$ cat config.mk
export PLATFORM = sky130hd
export DESIGN_NAME = result_deskew_buffer_flat
export DESIGN_NICKNAME = d
export VERILOG_FILES = /design/src/rtl/result_deskew_buffer_if.sv /design/src/rtl/result_deskew_buffer.sv /design/src/flat_wrapper.sv
export SDC_FILE = /design/constraint.sdc
export NUM_CORES = 1
export LEC_CHECK = 0
export BUFFER_PORTS_ARGS = -buffer_cell sky130_fd_sc_hd__clkbuf_2
export CORE_MARGIN = 2
export CORE_UTILIZATION = 30
export CTS_CLUSTER_DIAMETER = 40
export DETAILED_ROUTE_END_ITERATION = 12
export MAX_ROUTING_LAYER = met4
export PLACE_DENSITY = 0.45
export SYNTH_ARGS = -nofsm -noshare
export SYNTH_HDL_FRONTEND = slang
export SYNTH_SLANG_ARGS = --single-unit
$ cat constraint.sdc
create_clock -name clk -period 6.7 [get_ports clk]
set_clock_uncertainty 0.15 [all_clocks]
set_input_delay 1.675 -clock clk [delete_from_list [all_inputs] [get_ports clk]]
set_output_delay 1.675 -clock clk [all_outputs]
set_load 0.005 [all_outputs]
$ cat src/rtl/result_deskew_buffer_if.sv
// Handshake/data bundle between the systolic array, the deskew buffer and writeback.
// master drives capture inputs and out_ready; slave is the deskew buffer itself.
interface result_deskew_buffer_if #(
  parameter int N     = 4,
  parameter int ACC_W = 32,
  parameter int OUT_W = 8,
  parameter int SH_W  = 5
);
  logic                 start;
  logic                 in_en;
  logic [N*ACC_W-1:0]   in_data;
  logic                 transpose;
  logic [SH_W-1:0]      requant_shift;
  logic                 busy;
  logic                 out_valid;
  logic                 out_ready;
  logic [N*OUT_W-1:0]   out_data;
  logic                 out_last;
  logic                 sat_flag;

  modport master (
    output start, in_en, in_data, transpose, requant_shift, out_ready,
    input  busy, out_valid, out_data, out_last, sat_flag
  );

  modport slave (
    input  start, in_en, in_data, transpose, requant_shift, out_ready,
    output busy, out_valid, out_data, out_last, sat_flag
  );
endinterface

$ cat src/rtl/result_deskew_buffer.sv
// Captures the diagonally skewed systolic result stream into an NxN tile,
// requantises each element (shift + saturate) and drains it by row or column.
//
// state   | meaning
// IDLE    | waiting for start; the start cycle itself is capture step 0
// CAPTURE | taking skewed steps t = 1 .. 2N-2 on in_en
// DRAIN   | presenting one row/column per valid/ready beat
module result_deskew_buffer #(
  parameter int N     = 4,
  parameter int ACC_W = 32,
  parameter int OUT_W = 8,
  parameter int SH_W  = 5
) (
  input logic                    clk,
  input logic                    reset_n,
  result_deskew_buffer_if.slave  bus
);
  localparam int TW = $clog2(2*N-1);
  localparam int BW = (N > 1) ? $clog2(N) : 1;
  localparam logic [TW-1:0] T_LAST = TW'(2*N-2);
  localparam logic [BW-1:0] B_LAST = BW'(N-1);
  localparam logic signed [ACC_W-1:0] SAT_MAX = {{(ACC_W-OUT_W+1){1'b0}}, {(OUT_W-1){1'b1}}};
  localparam logic signed [ACC_W-1:0] SAT_MIN = {{(ACC_W-OUT_W+1){1'b1}}, {(OUT_W-1){1'b0}}};

  typedef enum logic [1:0] {IDLE, CAPTURE, DRAIN} state_t;

  state_t            state;
  logic [TW-1:0]     t;
  logic [BW-1:0]     b;
  logic [SH_W-1:0]   shift_q;
  logic              transpose_q;
  logic              sat_q;
  logic              busy_q;
  logic              out_valid_q;
  logic              out_last_q;
  logic signed [OUT_W-1:0] tile [N][N];

  logic                    cap_fire;
  logic [TW-1:0]           t_cur;
  logic [SH_W-1:0]         shift_cur;
  logic [N-1:0]            lane_win;
  logic [N-1:0]            lane_sat;
  logic [BW-1:0]           lane_row [N];
  logic signed [ACC_W-1:0] shifted  [N];
  logic signed [OUT_W-1:0] lane_q   [N];
  logic                    any_sat;

  // Step 0 lands on the start cycle, before shift/step are latched, so use live values there.
  always_comb begin
    t_cur     = (state == IDLE) ? '0 : t;
    shift_cur = (state == IDLE) ? bus.requant_shift : shift_q;
    cap_fire  = bus.in_en && ((state == IDLE && bus.start) || state == CAPTURE);
    for (int k = 0; k < N; k++) begin
      shifted[k]  = $signed(bus.in_data[k*ACC_W +: ACC_W]) >>> shift_cur;
      lane_win[k] = (int'(t_cur) >= k) && (int'(t_cur) - k <= N-1);
      lane_row[k] = BW'(int'(t_cur) - k);
      lane_sat[k] = 1'b0;
      if (shifted[k] > SAT_MAX) begin
        lane_q[k]   = SAT_MAX[OUT_W-1:0];
        lane_sat[k] = 1'b1;
      end else if (shifted[k] < SAT_MIN) begin
        lane_q[k]   = SAT_MIN[OUT_W-1:0];
        lane_sat[k] = 1'b1;
      end else begin
        lane_q[k]   = shifted[k][OUT_W-1:0];
      end
    end
    any_sat = |(lane_win & lane_sat);
  end

  // Tile storage has no reset; a fresh tile fully overwrites it before any drain.
  always_ff @(posedge clk) begin
    if (reset_n && cap_fire) begin
      for (int k = 0; k < N; k++) begin
        if (lane_win[k]) tile[lane_row[k]][k] <= lane_q[k];
      end
    end
  end

  always_ff @(posedge clk) begin
    if (!reset_n) begin
      state       <= IDLE;
      t           <= '0;
      b           <= '0;
      shift_q     <= '0;
      transpose_q <= 1'b0;
      sat_q       <= 1'b0;
      busy_q      <= 1'b0;
      out_valid_q <= 1'b0;
      out_last_q  <= 1'b0;
    end else begin
      case (state)
        IDLE: begin
          if (bus.start) begin
            state       <= CAPTURE;
            shift_q     <= bus.requant_shift;
            transpose_q <= bus.transpose;
            sat_q       <= cap_fire && any_sat;
            busy_q      <= 1'b1;
            b           <= '0;
            t           <= bus.in_en ? TW'(1) : '0;
          end
        end
        CAPTURE: begin
          if (bus.in_en) begin
            sat_q <= sat_q | any_sat;
            if (t == T_LAST) begin
              state       <= DRAIN;
              out_valid_q <= 1'b1;
              out_last_q  <= (B_LAST == '0);
              b           <= '0;
            end else begin
              t <= t + TW'(1);
            end
          end
        end
        DRAIN: begin
          if (bus.out_ready) begin
            if (b == B_LAST) begin
              state       <= IDLE;
              out_valid_q <= 1'b0;
              out_last_q  <= 1'b0;
              busy_q      <= 1'b0;
              b           <= '0;
              t           <= '0;
            end else begin
              b          <= b + BW'(1);
              out_last_q <= (b + BW'(1) == B_LAST);
            end
          end
        end
        default: state <= IDLE;
      endcase
    end
  end

  always_comb begin
    bus.out_data = '0;
    for (int j = 0; j < N; j++) begin
      if (out_valid_q)
        bus.out_data[j*OUT_W +: OUT_W] = transpose_q ? tile[j][b] : tile[b][j];
    end
  end

  assign bus.busy      = busy_q;
  assign bus.out_valid = out_valid_q;
  assign bus.out_last  = out_last_q;
  assign bus.sat_flag  = sat_q;
endmodule

$ cat src/flat_wrapper.sv
// flat-port wrapper written by rule: the top's interface ports become plain ports
module result_deskew_buffer_flat 
#(
  parameter int N     = 4,
  parameter int ACC_W = 32,
  parameter int OUT_W = 8,
  parameter int SH_W  = 5
)
  (clk, reset_n, bus_start, bus_in_en, bus_in_data, bus_transpose, bus_requant_shift, bus_out_ready, bus_busy, bus_out_valid, bus_out_data, bus_out_last, bus_sat_flag);
  result_deskew_buffer_if #(.N(N), .ACC_W(ACC_W), .OUT_W(OUT_W), .SH_W(SH_W)) bus_i ();
  input logic clk;
  input logic reset_n;
  input wire logic [$bits(bus_i.start)-1:0] bus_start;
  input wire logic [$bits(bus_i.in_en)-1:0] bus_in_en;
  input wire logic [$bits(bus_i.in_data)-1:0] bus_in_data;
  input wire logic [$bits(bus_i.transpose)-1:0] bus_transpose;
  input wire logic [$bits(bus_i.requant_shift)-1:0] bus_requant_shift;
  input wire logic [$bits(bus_i.out_ready)-1:0] bus_out_ready;
  output wire logic [$bits(bus_i.busy)-1:0] bus_busy;
  output wire logic [$bits(bus_i.out_valid)-1:0] bus_out_valid;
  output wire logic [$bits(bus_i.out_data)-1:0] bus_out_data;
  output wire logic [$bits(bus_i.out_last)-1:0] bus_out_last;
  output wire logic [$bits(bus_i.sat_flag)-1:0] bus_sat_flag;
  assign bus_i.start = bus_start;
  assign bus_i.in_en = bus_in_en;
  assign bus_i.in_data = bus_in_data;
  assign bus_i.transpose = bus_transpose;
  assign bus_i.requant_shift = bus_requant_shift;
  assign bus_i.out_ready = bus_out_ready;
  assign bus_busy = bus_i.busy;
  assign bus_out_valid = bus_i.out_valid;
  assign bus_out_data = bus_i.out_data;
  assign bus_out_last = bus_i.out_last;
  assign bus_sat_flag = bus_i.sat_flag;
  result_deskew_buffer #(.N(N), .ACC_W(ACC_W), .OUT_W(OUT_W), .SH_W(SH_W)) u_core (.clk(clk), .reset_n(reset_n), .bus(bus_i));
endmodule
==> metrics.yaml, run 1 <==
run_status:
  status: "completed"
routing:
  avgRoutedWirePerCell_um: 25.4
  first_pass_iters: 8
  vias: 13400
  drc_errors: 0
  drt_iter0_markers: 1358
  wirelength_mm: 57.0
  vias_per_cell: 5.98
  drtAntennaViolNets: 0
synthesis:
  yosys.area.top_type_share_pct: 25.7
  syn_area_mm2: 0.0150
  syn_avg_cell_area_um2: 10.3
  synth_top_family_by_area: "multiplexers"
  synth.mux.area_fraction_pct: 36.4
  synth_xor_area_share_pct: 0
  synth_compound_area_share_pct: 15.0
  ys_seq_area_share_pct: 28.3
  ys_types: 78
  syn_nets: 1605
  syn_inst: 1453
  yosysTopAreaCell: "edfxtp_1"
  ys.flop_type: "edfxtp_1"
  synth-simple-area-share_pct: 14.2
  synthArstFlopShare_pct: 0
  yosysWarnings: 0
  synth-adder-area-share_pct: 1.09
  synth-seq-cells: 147
  synth_edf_count: 128
  synth_area_leaders: "edfxtp_1 26%, mux4_2 24%, mux2i_1 9.9%"
worst_setup_path:
  r2r_end: "u_core.bus.sat_flag"
  startpoint_type: "primary input"
  r2r.worst_path.cells: 14
  r2r_slack_ns: 1.23
  crit_path_frequent_cell: "a2111oi_0"
  required_ns: 6.85
  critical_path.max_fanout: 35
  crit_path_max_incr_delay_ns: 0.84
  crit_path_cell_trace: "clkbuf_2, mux2i_4, buf_12, buf_4, mux4_2, mux2i_1, nand3_1, a22oi_1, o2111ai_1, a2111oi_0, a2111oi_0, nor4_1, o21ai_1"
  path_class: "in -> reg"
  reg2reg_from: "u_core.state[0]"
  cp.arrival_ns: 5.84
  critical-path-slowest-cell: "a2111oi_0"
  critPathCaptureType: "flip-flop"
power_and_ir_drop:
  power_per_cell_area_mw_per_mm2: 399
  sw_frac_of_total_pct: 50.1
  power_leakage_nw: 6.08
  p_clk_share_pct: 13.5
  switching_power_mw: 3.42
  seqPwrFrac_pct: 16.9
  internal_power_mw: 3.41
  comb_power_share_pct: 69.6
  ir_worst_vdd_v: 0.000172
  power_mw: 6.83
global_route:
  grt_max_degree: 87
  grt_pass1_wl_mm: 85.3
  overflow: 0
  grtUsageTotal_pct: 22.7
  grt_pass1_vias: 13100
  antenna_found_initial: 2
place:
  dp.cells: 2208
  gp_congestion: 1.00
  post-dp-hpwl_mm: 43.7
  numPortBuffers: 174
cts:
  ctsHoldBuffers: 0
  cts_tree: "yes"
  cts_sinks: 147
  htree_levels: 4
  postCtsSetupBuffers: 0
  clk_latency_ns: 0.42
  cts_max_path_buffers: 2
  clk_pin_slew_ns: 0.07
  cts-resized-gates: 0
  cts_root_buffer: "clkbuf_16"
  cts_made_buffers: 17
sta:
  setup_viol: 0
  rsz0062_at_grt: "no"
  slew_headroom_pct: 17.5
  drv_slew: 0
  fin_crit_sh_pct: 85.0
  fin_setup_tns_ns: 0
  fin_hold_ws_ns: 0.309
  fmax_ghz: 0.176
  min_period_ns: 5.69
  hold_viol_final: 0
  worst_slew_pin_slew_ns: 1.23
cells_and_area:
  synthToLayoutAreaGrowth_pct: 14.4
  fillers: 5038
  final_cell_count_no_fill: 2241
  final_core_util_pct: 34.9
  final_nets: 1715
  layout-drive-gt1-share_pct: 29.3
floorplanning:
  die-height_um: 227
  core_area_mm2: 0.0491
  die_area_mm2: 0.0516
  fp-row-count: 81
  initial_core_util_pct: 30.5
  ioPinCount: 175
  die_x_um: 227
hold_path:
  holdPathEnd: "u_core.bus.out_last"
  hold_path_class: "reg -> reg"
  worstHoldPathCells: 2
  worstHoldStart: "u_core.bus.out_last"
job:
  cap_violations: 0
-- per-layer routing --
layer	track usage [%]	vias up	wire, um
met3	3.15	78	3430
met2	34.2	608	25600
li1	-	6010	-
met1	32.0	6700	26600
met4	6.14	0	1430
met5	-	-	0
-- registers in the layout, indices dropped and copies added (netlist names), 2 cells and up, named ones only --
register and flops:
u_core.tile 128, u_core.shift_q 5, u_core.t 3, u_core.b 2, u_core.state 2
-- area by class of cell --
cell class / count / area (um2) / area share (%)
Multi-Input combinational cell: 1146 / 10000 / 58.6
Sequential cell: 147 / 4230 / 24.7
Timing Repair Buffer: 230 / 1370 / 7.99
Tap cell: 664 / 831 / 4.86
Clock buffer: 18 / 429 / 2.51
Clock inverter: 14 / 150 / 0.878
Inverter: 21 / 78.8 / 0.461
Antenna cell: 1 / 2.50 / 0.0146
-- worst max path at each step --
stage / slack (ns) / start / to / depth (start not counted)
2_1_floorplan: 1.78 / bus_requant_shift[0] / u_core.tile[0][16] / 12
3_3_place_gp: 0.57 / bus_requant_shift[0] / u_core.bus.sat_flag / 13
3_5_place_dp: 0.59 / bus_requant_shift[0] / u_core.bus.sat_flag / 13
4_1_cts: 1.03 / bus_requant_shift[0] / u_core.bus.sat_flag / 13
5_1_grt: 0.72 / bus_requant_shift[0] / u_core.bus.sat_flag / 13
6_report: 1.01 / bus_requant_shift[0] / u_core.bus.sat_flag / 13
-- placed cells by master (no fill, tap or decap), drive strengths merged, types with 9 or more instances in the layout --
| master | netlist | routed |
|---|---|---|
| clkbuf | 74 | 192 |
| nand2 | 187 | 187 |
| mux4 | 160 | 160 |
| mux2i | 151 | 151 |
| edfxtp | 128 | 128 |
| nor2 | 84 | 84 |
| a21oi | 79 | 79 |
| o21ai | 64 | 64 |
| buf | 65 | 56 |
| a211oi | 44 | 44 |
| nand3 | 37 | 37 |
| nor2b | 36 | 36 |
| a31oi | 31 | 31 |
| nor3 | 25 | 25 |
| mux2 | 25 | 25 |
| and3 | 23 | 23 |
| inv | 19 | 23 |
| dfxtp | 19 | 19 |
| o22ai | 18 | 18 |
| nor4 | 17 | 17 |
| a22oi | 16 | 16 |
| and2 | 15 | 15 |
| o211ai | 14 | 14 |
| ha | 13 | 13 |
| nand4 | 9 | 9 |
-- cells in the mapped netlist (5+ instances only) --
cell type / instances
mux2i_1: 148
mux4_2: 158
a211oi_1: 44
and2_1: 14
o21ai_0: 63
a31oi_1: 31
o31ai_1: 5
o2111ai_1: 6
buf_6: 9
buf_2: 26
nor3_1: 25
buf_1: 21
or4_1: 5
inv_1: 19
nor2_1: 84
buf_4: 7
o22ai_1: 18
nand3_1: 37
and3_1: 23
nand2_1: 186
a311oi_1: 7
ha_1: 13
dfxtp_1: 19
a222oi_1: 5
nand4_1: 9
a21oi_1: 78
a21boi_0: 8
o211ai_1: 14
nor2b_1: 36
a22oi_1: 16
mux2_2: 23
nor4_1: 17
clkbuf_1: 74
edfxtp_1: 128
-- worst max-delay path, delay by kind of cell --
kind                   cells  cell delay, ns
AOI/OAI and AO/OA          5            1.58
buffers and inverters      3            0.76
muxes                      3            1.10
and+or+nand+nor            2            0.70
-- power by group through the flow --
| stage | clock (mW) | combinational, mW | sequential [mW] |
|---|---|---|---|
| floorplan | 0 | 3.30 | 1.12 |
| global route | 0.980 | 5.08 | 1.16 |
| detailed placement | 0 | 4.66 | 1.18 |
| global placement | 0 | 4.71 | 1.18 |
| CTS | 0.936 | 4.67 | 1.16 |
| finish | 0.923 | 4.75 | 1.15 |
-- through the flow --
stage | setup WS [ns] | area, um2
4_1_cts | 1.03 | 17100
3_3_place_gp | 0.574 | 16500
5_1_grt | 0.718 | 17100
6_report | 1.01 | 17100
3_5_place_dp | 0.589 | 16500
2_1_floorplan | 1.78 | 15000
-- logic make-up (layout without fill, tap and decap cells) --
logic type	Yosys count	in the layout
DFF	147	147
adders and majority gates	13	13
muxes	336	336
other	0	1
AOI/OAI and AO/OA	341	341
buffers and inverters	160	283
and+or+nand+nor	456	456
(Power assumes the default switching activity.)
==> run 2, diff against run 1 <==
PLACE_DENSITY = 0.46   (was 0.45)
clock period = 5.1 ns   (was 6.7 ns; I/O delays follow)
==> metrics.yaml, run 2 (synthesis results as in run 1) <==
cells_and_area:
  largest_register_ff_count: 128
  final_core_util_pct: 36.5
  layout_commonest_cell: "nand2_1"
  synthToLayoutAreaGrowth_pct: 19.6
  layout-drive-gt1-share_pct: 33.1
  final_cell_mix: "186 x nand2_1, 174 x clkbuf_2, 158 x mux4_2"
  final_nets: 1800
power_and_ir_drop:
  sw_frac_of_total_pct: 48.3
  power_mw: 9.49
  internal_power_mw: 4.91
  power_per_cell_area_mw_per_mm2: 531
  comb_power_share_pct: 70.6
  power_leakage_nw: 6.56
  p_clk_share_pct: 13.5
  switching_power_mw: 4.59
  ir_worst_vdd_v: 0.000238
  seqPwrFrac_pct: 15.9
cts:
  cts-resized-gates: 0
  cts_root_buffer: "clkbuf_16"
  cts_sinks: 147
  cts_made_buffers: 17
  cts_max_path_buffers: 2
  clk_pin_slew_ns: 0.06
  postCtsSetupBuffers: 0
  ctsHoldBuffers: 0
  clk_latency_ns: 0.42
  htree_levels: 4
  cts_tree: "yes"
routing:
  drt_iter0_markers: 1305
  vias_per_cell: 5.83
  wirelength_mm: 57.5
  drc_errors: 0
  vias: 13600
  first_pass_iters: 6
  avgRoutedWirePerCell_um: 24.7
  drtAntennaViolNets: 0
sta:
  hold_viol_final: 0
  slew_headroom_pct: 21.4
  setup_ws_ns: 0.289
  rsz0062_at_grt: "no"
  drv_slew: 0
  setup_viol: 0
  worst_slew_pin_slew_ns: 1.18
  fin_hold_ws_ns: 0.315
  fin_crit_sh_pct: 94.3
  fmax_ghz: 0.208
  min_period_ns: 4.81
place:
  gp_congestion: 1.01
  place_ws_ns: -0.0589
  numPortBuffers: 174
  post-dp-hpwl_mm: 45.6
global_route:
  grt_pass1_vias: 13300
  overflow: 0
  grt_pass1_wl_mm: 86.6
  antenna_found_initial: 2
  grt_max_degree: 67
  grtUsageTotal_pct: 23.0
floorplanning:
  ioPinCount: 175
  die_x_um: 227
  die-height_um: 227
  initial_core_util_pct: 30.5
  core_area_mm2: 0.0491
  die_area_mm2: 0.0516
  fp-row-count: 81
run_status:
  status: "completed"
worst_setup_path:
  critPathCaptureType: "flip-flop"
  startpoint_type: "primary input"
  critical_path.max_fanout: 27
  required_ns: 5.08
  path_class: "in -> reg"
  cp.arrival_ns: 4.79
hold_path:
  hold_path_class: "reg -> reg"
job:
  cap_violations: 0
[run 2: cell count changes in the layout (fill, tap and decap cells not counted), moves of 2 or more]
cell,before,now
buf_4,50,128
buf_12,6,13
clkinvlp_4,5,1
inv_8,2,4
[run 2: metrics by stage]
| stage | setup TNS (ns) | instances | cell area [um2] |
|---|---|---|---|
| 5_1_grt | 0 | 2327 | 17900 |
| 3_3_place_gp | -6.81 | 2293 | 17300 |
| 2_1_floorplan | 0 | 1453 | 15000 |
| 4_1_cts | 0 | 2325 | 17900 |
| 6_report | 0 | 2327 | 17900 |
| 3_5_place_dp | -1.14 | 2293 | 17300 |
[run 2: final timing paths]
kind / slack, ns / depth (start not counted) / startpoint / to
setup / recovery: 0.29 / 14 / bus_requant_shift[0] / u_core.tile[0][30]
hold / removal: 0.32 / 2 / u_core.bus.out_last / u_core.bus.out_last
setup reg to reg: 0.29 / 15 / u_core.state[0] / u_core.tile[0][30]
hold reg to reg: 0.32 / 2 / u_core.bus.out_last / u_core.bus.out_last
[run 2: power groups by stage]
stage / clock, mW / combinational, mW / sequential, mW
after detailed placement: 0 / 6.60 / 1.55
after CTS: 1.30 / 6.62 / 1.52
final: 1.28 / 6.70 / 1.51
after global routing: 1.35 / 7.18 / 1.53
after floorplan: 0 / 4.33 / 1.47
after global placement: 0 / 6.69 / 1.55
[run 2: layout make-up]
| type | instances | area [um2] |
|---|---|---|
| Tap cell | 664 | 831 |
| Clock inverter | 15 | 194 |
| Multi-Input combinational cell | 1146 | 10000 |
| Antenna cell | 2 | 5.00 |
| Clock buffer | 17 | 425 |
| Timing Repair Buffer | 315 | 2090 |
| Fill cell | 4983 | 31200 |
| Inverter | 21 | 78.8 |
| Sequential cell | 147 | 4230 |
[run 2: metal layers]
| layer | global-route usage, % | wire (um) | up-vias |
|---|---|---|---|
| met5 | - | 0 | - |
| met4 | 5.86 | 1350 | 0 |
| met3 | 2.90 | 3660 | 73 |
| met2 | 35.8 | 26700 | 644 |
| met1 | 31.7 | 25700 | 6662 |
| li1 | - | - | 6196 |
[run 2: worst max-delay path: stages]
cell and delay, ns:
clkbuf_2 0.12, mux2i_4 0.16, buf_12 0.26, buf_12 0.25, mux4_2 0.56, mux2i_1 0.39, a22oi_1 0.21, o41ai_1 0.49
nand4_1 0.13, nor4_1 0.30, buf_4 0.18, and2_1 0.12, buf_4 0.15, o22ai_1 0.15
==> run 3, diff against run 2 <==
CTS_BUF_LIST = sky130_fd_sc_hd__clkbuf_16   (was default)
CTS_CLUSTER_SIZE = 10   (was default)
GPL_TIMING_DRIVEN = 0   (was default)
==> metrics.yaml, run 3 (synthesis results as in run 1) <==
run_status:
  status: "completed"
floorplanning:
  die-height_um: 227
  die_area_mm2: 0.0516
  initial_core_util_pct: 30.5
  core_area_mm2: 0.0491
  fp-row-count: 81
  die_x_um: 227
  ioPinCount: 175
routing:
  drc_errors: 0
  drtAntennaViolNets: 0
  first_pass_iters: 6
  vias: 14300
  avgRoutedWirePerCell_um: 30.2
  drt_iter0_markers: 1597
  vias_per_cell: 6.17
  wirelength_mm: 70.2
power_and_ir_drop:
  ir_worst_vdd_v: 0.000269
  power_leakage_nw: 6.29
  power_per_cell_area_mw_per_mm2: 568
sta:
  slew_headroom_pct: 15.3
  hold_viol_final: 0
  fmax_ghz: 0.198
  worst_slew_pin_slew_ns: 1.27
  rsz0062_at_grt: "yes"
  setup_viol: 0
  drv_slew: 0
  fin_crit_sh_pct: 98.8
  min_period_ns: 5.04
cts:
  clk_pin_slew_ns: 0.06
  cts_tree: "yes"
  cts_made_buffers: 17
  htree_levels: 4
  ctsHoldBuffers: 0
  cts_root_buffer: "clkbuf_16"
  cts_sinks: 147
  clk_latency_ns: 0.43
  cts_max_path_buffers: 2
global_route:
  grt_pass1_vias: 14200
  grtUsageTotal_pct: 27.8
  grt_max_degree: 17
  antenna_found_initial: 0
  overflow: 0
  grt_pass1_wl_mm: 99.8
hold_path:
  worstHoldStart: "u_core.bus.out_last"
  hold_path_class: "reg -> reg"
cells_and_area:
  layout_commonest_cell: "clkbuf_2"
  final_nets: 1802
  layout-drive-gt1-share_pct: 31.1
  largest_register_ff_count: 128
  antenna_cells: 0
  final_core_util_pct: 35.9
  synthToLayoutAreaGrowth_pct: 17.8
  final_cell_count_no_fill: 2327
  final_cell_mix: "199 x clkbuf_2, 186 x nand2_1, 158 x mux4_2"
worst_setup_path:
  crit_path_max_incr_delay_ns: 0.51
  cp.arrival_ns: 5.20
  critical-path-slowest-cell: "o41ai_1"
  critical_path.max_fanout: 10
  crit_buf_inv: 4
  crit_path_frequent_cell: "buf_4"
  reg2reg_from: "u_core.state[0]"
  critPathTopFamily: "simple AND/OR/NAND/NOR gates"
  crit_path_cell_trace: "clkbuf_2, mux2i_4, buf_4, buf_2, buf_4, mux4_2, mux2i_1, a22oi_1, o41ai_1, nand4_1, or4_1, o211a_1, nor4_4, o21ai_1"
  crit_start: "bus_requant_shift[2]"
  critPathCaptureType: "flip-flop"
  required_ns: 5.26
  startpoint_type: "primary input"
  path_class: "in -> reg"
place:
  post-dp-hpwl_mm: 55.9
  numPortBuffers: 172
  gp_congestion: 1.01
  dp.cells: 2289
job:
  cap_violations: 0
run 3: what timing repair did:
item,4_1_cts,5_1_grt
buffers inserted,5,2
endpoints found under the hold margin,0,0
pin swaps,4,3
gates resized for setup,79,39
endpoints found under the setup margin,113,113
run 3: metal layers:
layer  vias up  GRT usage [%]  routed length [um]
met5         -              -                   0
met2       800           46.2               34300
met3        88           3.59                5080
met1      7265           35.7               29100
li1       6193              -                   -
met4         0           7.61                1710
run 3: layout make-up:
type	instances	area, um2
timing repair buffer	179	913
buffer	138	762
fill	5101	31400
sequential	147	4220
inverter	21	78.8
multi-input combinational	1146	10200
clock buffer	17	425
tap	664	831
clock inverter	15	226
run 3: through the flow:
step / total power [mW] / hold slack, ns / worst slack [ns] / instance area [um2] / setup TNS (ns)
floorplan: 5.81 / 0.298 / 0.584 / 15000 / 0
global placement: 8.29 / 0.303 / -1.75 / 16600 / -169.24
detailed placement: 8.19 / 0.307 / -1.72 / 16600 / -161.66
CTS: 9.75 / 0.318 / 0.0161 / 17500 / 0
global route: 10.4 / 0.340 / -0.0561 / 17600 / -0.268
finish: 10.0 / 0.321 / 0.0601 / 17600 / 0
run 3: worst paths after layout:
| kind | to | slack, ns | depth (start not counted) |
|---|---|---|---|
| max | u_core.bus.sat_flag | 0.06 | 14 |
| min | u_core.bus.out_last | 0.32 | 2 |
| max reg2reg | u_core.bus.sat_flag | 0.13 | 16 |
| min reg2reg | u_core.bus.out_last | 0.32 | 2 |
run 3: worst register-to-register path, stage by stage, from the launching register on:
cell,delay [ns]
dfxtp_1,0.39
inv_1,0.08
ha_1,0.24
buf_6,0.16
mux2_2,0.25
buf_2,0.28
buf_4,0.28
buf_4,0.27
buf_2,0.38
mux2i_1,0.40
a22oi_1,0.17
o41ai_1,0.51
nand4_1,0.14
or4_1,0.48
o211a_1,0.19
nor4_4,0.37
o21ai_1,0.11
run 3: power by group:
part	internal [mW]	leakage (nW)	switching (mW)
clock network	0.873	0.312	0.514
logic	2.52	4.68	4.63
registers	1.42	1.30	0.0414
